File: src/rtl/instr_sequencer.sv
// rtl/instr_sequencer.sv - fetch/execute/memory sequencer with bus timeout
module instr_sequencer #(
  parameter int unsigned TIMEOUT = 255
) (
  input  logic        clk,
  input  logic        rst,
  input  logic        run,
  input  logic        mem_ready,
  input  logic [31:0] mem_rdata,
  output logic        mem_req,
  output logic        mem_we,
  output logic        addr_sel,
  output logic [31:0] ir,
  output logic        pc_inc,
  output logic        ld,
  output logic [1:0]  write,
  output logic        halted,
  output logic        bus_err,
  output logic [15:0] retired
);

  typedef enum logic [2:0] {
    S_IDLE,
    S_FETCH,
    S_EXEC,
    S_MEM,
    S_HALT,
    S_ERR
  } state_t;

  localparam logic [7:0] TIMEOUT_W = 8'(TIMEOUT);

  state_t      state_q, state_d;
  logic [31:0] ir_q, ir_d;
  logic [15:0] retired_q, retired_d;
  logic [7:0]  wait_q, wait_d;
  logic [7:0]  wait_inc;
  logic        retire;
  logic        is_store;

  assign ir       = ir_q;
  assign retired  = retired_q;
  assign wait_inc = wait_q + 8'd1;
  assign is_store = ir_q[31];

  // Next-state, datapath strobes and wait-counter/retire bookkeeping
  always_comb begin
    state_d   = state_q;
    ir_d      = ir_q;
    wait_d    = wait_q;
    retire    = 1'b0;
    mem_req   = 1'b0;
    mem_we    = 1'b0;
    addr_sel  = 1'b0;
    pc_inc    = 1'b0;
    ld        = 1'b0;
    write     = 2'b00;
    halted    = 1'b0;
    bus_err   = 1'b0;

    case (state_q)
      S_IDLE: begin
        if (run) begin
          state_d = S_FETCH;
          wait_d  = 8'd0;
        end
      end
      S_FETCH: begin
        mem_req = 1'b1;
        // A completing memory beats a timeout landing in the same cycle
        if (mem_ready) begin
          ir_d    = mem_rdata;
          state_d = S_EXEC;
        end else begin
          wait_d = wait_inc;
          if (wait_inc == TIMEOUT_W) state_d = S_ERR;
        end
      end
      S_EXEC: begin
        case (ir_q[31:30])
          2'b00: begin
            write   = ir_q[29:28];
            pc_inc  = 1'b1;
            retire  = 1'b1;
            state_d = S_IDLE;
          end
          2'b11: begin
            pc_inc  = 1'b1;
            retire  = 1'b1;
            state_d = S_HALT;
          end
          default: begin
            wait_d  = 8'd0;
            state_d = S_MEM;
          end
        endcase
      end
      S_MEM: begin
        mem_req  = 1'b1;
        addr_sel = 1'b1;
        mem_we   = is_store;
        if (mem_ready) begin
          pc_inc  = 1'b1;
          retire  = 1'b1;
          state_d = S_IDLE;
          if (!is_store) begin
            ld    = 1'b1;
            write = 2'b01;
          end
        end else begin
          wait_d = wait_inc;
          if (wait_inc == TIMEOUT_W) state_d = S_ERR;
        end
      end
      S_HALT: begin
        halted = 1'b1;
      end
      S_ERR: begin
        halted  = 1'b1;
        bus_err = 1'b1;
      end
      default: begin
        state_d = S_IDLE;
      end
    endcase

    retired_d = (retire && (retired_q != 16'hFFFF)) ? retired_q + 16'd1 : retired_q;

    // Reset abandons any in-flight request without emitting datapath strobes
    if (rst) begin
      mem_req  = 1'b0;
      mem_we   = 1'b0;
      addr_sel = 1'b0;
      pc_inc   = 1'b0;
      ld       = 1'b0;
      write    = 2'b00;
    end
  end

  // State registers with synchronous active-high reset
  always_ff @(posedge clk) begin
    if (rst) begin
      state_q   <= S_IDLE;
      ir_q      <= 32'd0;
      retired_q <= 16'd0;
      wait_q    <= 8'd0;
    end else begin
      state_q   <= state_d;
      ir_q      <= ir_d;
      retired_q <= retired_d;
      wait_q    <= wait_d;
    end
  end

endmodule

File: config.mk
export PLATFORM = sky130hd
export DESIGN_NAME = instr_sequencer
export DESIGN_NICKNAME = d
export VERILOG_FILES = /design/src/rtl/instr_sequencer.sv
export SDC_FILE = /design/constraint.sdc
export NUM_CORES = 1
export LEC_CHECK = 0
export CAP_MARGIN = 20
export CORE_MARGIN = 5
export CORE_UTILIZATION = 47
export CTS_BUF_LIST = sky130_fd_sc_hd__clkbuf_8
export DETAILED_ROUTE_END_ITERATION = 16
export PLACE_DENSITY = 0.82
export SLEW_MARGIN = 20
export SYNTH_ARGS = -nofsm -noshare
export SYNTH_HDL_FRONTEND = slang
export SYNTH_SLANG_ARGS = --single-unit
File: constraint.sdc
create_clock -name clk -period 2.7 [get_ports clk]
set_clock_uncertainty 0.2 [all_clocks]
set_input_delay 0.54 -clock clk [delete_from_list [all_inputs] [get_ports clk]]
set_output_delay 0.54 -clock clk [all_outputs]
set_load 0.02 [all_outputs]
==> flow_summary.toml <==
[clocking]
cts_made_buffers = 9
cts_hold_buf = 0
path_clk_slew_ps = 60
numClockSinks = 59
cts.path.max_buffers = 2
cts_root_buf = "clkbuf_8"
clk_latency_ps = 340
tritoncts = "built"
htree_levels = 3

[detailed_routing]
dr.pass1.iters = 4
drt_iter0_drc = 139
vias = 2744
viasPerCell = 5.35
antenna_left = 0
route.detailed.drc = 0
wirelength_mm = 7.27
avgRoutedWirePerCell_um = 14.2

[placed_design]
gp_congestion = 0.802
io_buffer_count = 92
dpl.cell_count = 497
dp_hpwl_mm = 5.13
dp_slack_ps = -94.9

[global_route]
track_usage_pct = 20.3
antenna_found_initial = 0
overflow = 0
grt_pass1_wl_mm = 12.0
grt_pass1_vias = 2666
grt_max_degree = 46

[yosys]
ys.flop_type = "dfxtp_1"
synth.distinct_cells = 44
synth-edff-count = 0
syn-cell-area_mm2 = 0.00270
synthCells = 339
ys_warn_count = 0
synthArstFlopShare_pct = 0
seq_area_frac_synth_pct = 43.8
ys_ff_latch = 59
synth.net_count = 380
syn_avg_cell_area_um2 = 7.96

[timing]
post-route-min-period_ps = 2560
worst_slew_pin_slew_ps = 551
rsz0062_at_grt = "no"
hold_ws_ps = 254
timing.final.ws_setup_ps = 137
maxSlewHeadroom_pct = 63.3
finalSetupViolCount = 0
clock.fmax_mhz = 390
slew_violations = 0
finalHoldViolCount = 0
fin_crit_sh_pct = 94.9

[power]
design_power_total_w = 0.00209
leakage_nw = 1.43
clockPowerShare_pct = 43.7
pwr-share-comb_pct = 12.6
internal-power_w = 0.00159
swShare_pct = 23.9
p_sw_w = 0.000501
seqPwrFrac_pct = 43.8
vdd_drop_max_mv = 0.475
power-per-cell-area_mw_per_mm2 = 530

[status]
outcome = "completed"

[floorplanning]
fp.dieW_um = 85.8
design.die.area_mm2 = 0.00736
fp-row-count = 27
io_pins = 93
initial_utilization_pct = 48.7
die_h_um = 85.8
core_area_mm2 = 0.00554

[final_layout]
num_antenna_cells = 0
final_util_pct = 71.3
stdcell_count = 513
area_growth_pct = 46.3
drive_gt1_share_pct = 10.7
final_nets = 477
fillers = 439
final_cell_mix = "87 x clkdlybuf4s50_1, 76 x nand2_1, 57 x dfxtp_1"
final_common_cell = "clkdlybuf4s50_1"

[worst_hold_path]
hp-class = "flop to flop"
hold_depth = 2

[worst_setup_path]
ff2ff_path_depth = 8
arrival_ps = 1820
worstPathMaxFanout = 5
start_kind = "flop"
end_kind = "output pin"
crit_type = "flop to output pin"
critPathRequiredTime_ps = 1960

[job]
cap_violations = 0
[stage by stage]
stage / cell area (um2) / TNS [ps]
global placement: 3720 / -130
finish: 3950 / 0
detailed placement: 3720 / -143
CTS: 3950 / 0
global route: 3950 / 0
floorplan: 2700 / 0
[worst max-delay path, stage by stage (launching register included)]
cell and delay (ps):
dfxtp_1 350, inv_1 90, ha_1 170, nand2_1 50
nor4_1 160, clkdlybuf4s50_1 660
[registers in the layout, summed over array words and instances, names as in the netlist]
name	flops
retired	16
ir	32
state_q	3
wait_q	8
[logic make-up (layout without fill, tap and decap cells)]
kind of cell	count (synthesis)	count (layout)	synth area share, %
fa+ha+maj	5	5	2.32
compound gates	77	77	17.2
flops	59	59	43.8
simple gates	159	159	27.8
xor+xnor	9	9	2.92
buf+inv	26	128	4.45
mux	4	4	1.62
[synthesized netlist by cell type (all sizes together), types with 5 or more instances]
| cell | n | share of area [%] |
|---|---|---|
| a211oi | 6 | 1.7 |
| a21oi | 43 | 8.0 |
| a31oi | 5 | 1.7 |
| and2 | 6 | 1.5 |
| and3 | 7 | 1.7 |
| buf | 5 | 1.2 |
| clkbuf | 14 | 2.3 |
| dfxtp | 59 | 44 |
| ha | 5 | 2.3 |
| inv | 7 | 0.97 |
| nand2 | 76 | 11 |
| nand3 | 8 | 1.5 |
| nor2 | 27 | 3.8 |
| nor2b | 6 | 1.4 |
| nor3 | 8 | 1.5 |
| o21ai | 10 | 2.0 |
| xnor2 | 9 | 2.9 |
[power groups by stage]
stage	clock, W	combinational, W	sequential [W]
global placement	0	0.000260	0.000933
finish	0.000914	0.000263	0.000916
global route	0.000968	0.000286	0.000919
floorplan	0	0.000101	0.000957
CTS	0.000927	0.000265	0.000916
detailed placement	0	0.000263	0.000935
[area by class of cell]
class / instances / area [um2] / area share, %
Multi-Input combinational cell: 254 / 1400 / 35.5
Sequential cell: 59 / 1180 / 30.0
Timing Repair Buffer: 105 / 1020 / 25.9
Clock buffer: 11 / 151 / 3.83
Tap cell: 72 / 90.1 / 2.28
Clock inverter: 5 / 76.3 / 1.93
Inverter: 7 / 26.3 / 0.665
[final timing paths]
| check | slack (ps) | to | start |
|---|---|---|---|
| setup / recovery | 140 | write[1] | ir[31] |
| hold / removal | 250 | ir[4] | ir[4] |
| setup reg to reg | 400 | retired[3] | ir[31] |
| hold reg to reg | 250 | ir[4] | ir[4] |
[routing by layer]
metal,global-route usage (%),vias to the layer above,wire length (um)
li1,-,1360,-
met1,22.4,1283,3080
met5,0,-,0
met3,7.30,9,628
met4,8.78,0,112
met2,34.9,92,3450
[what timing repair did]
item                                    CTS  global route
buffers inserted                          0             0
resized for setup                         4             5
endpoints found under the setup margin    4             4
(Power assumes the default switching activity.)
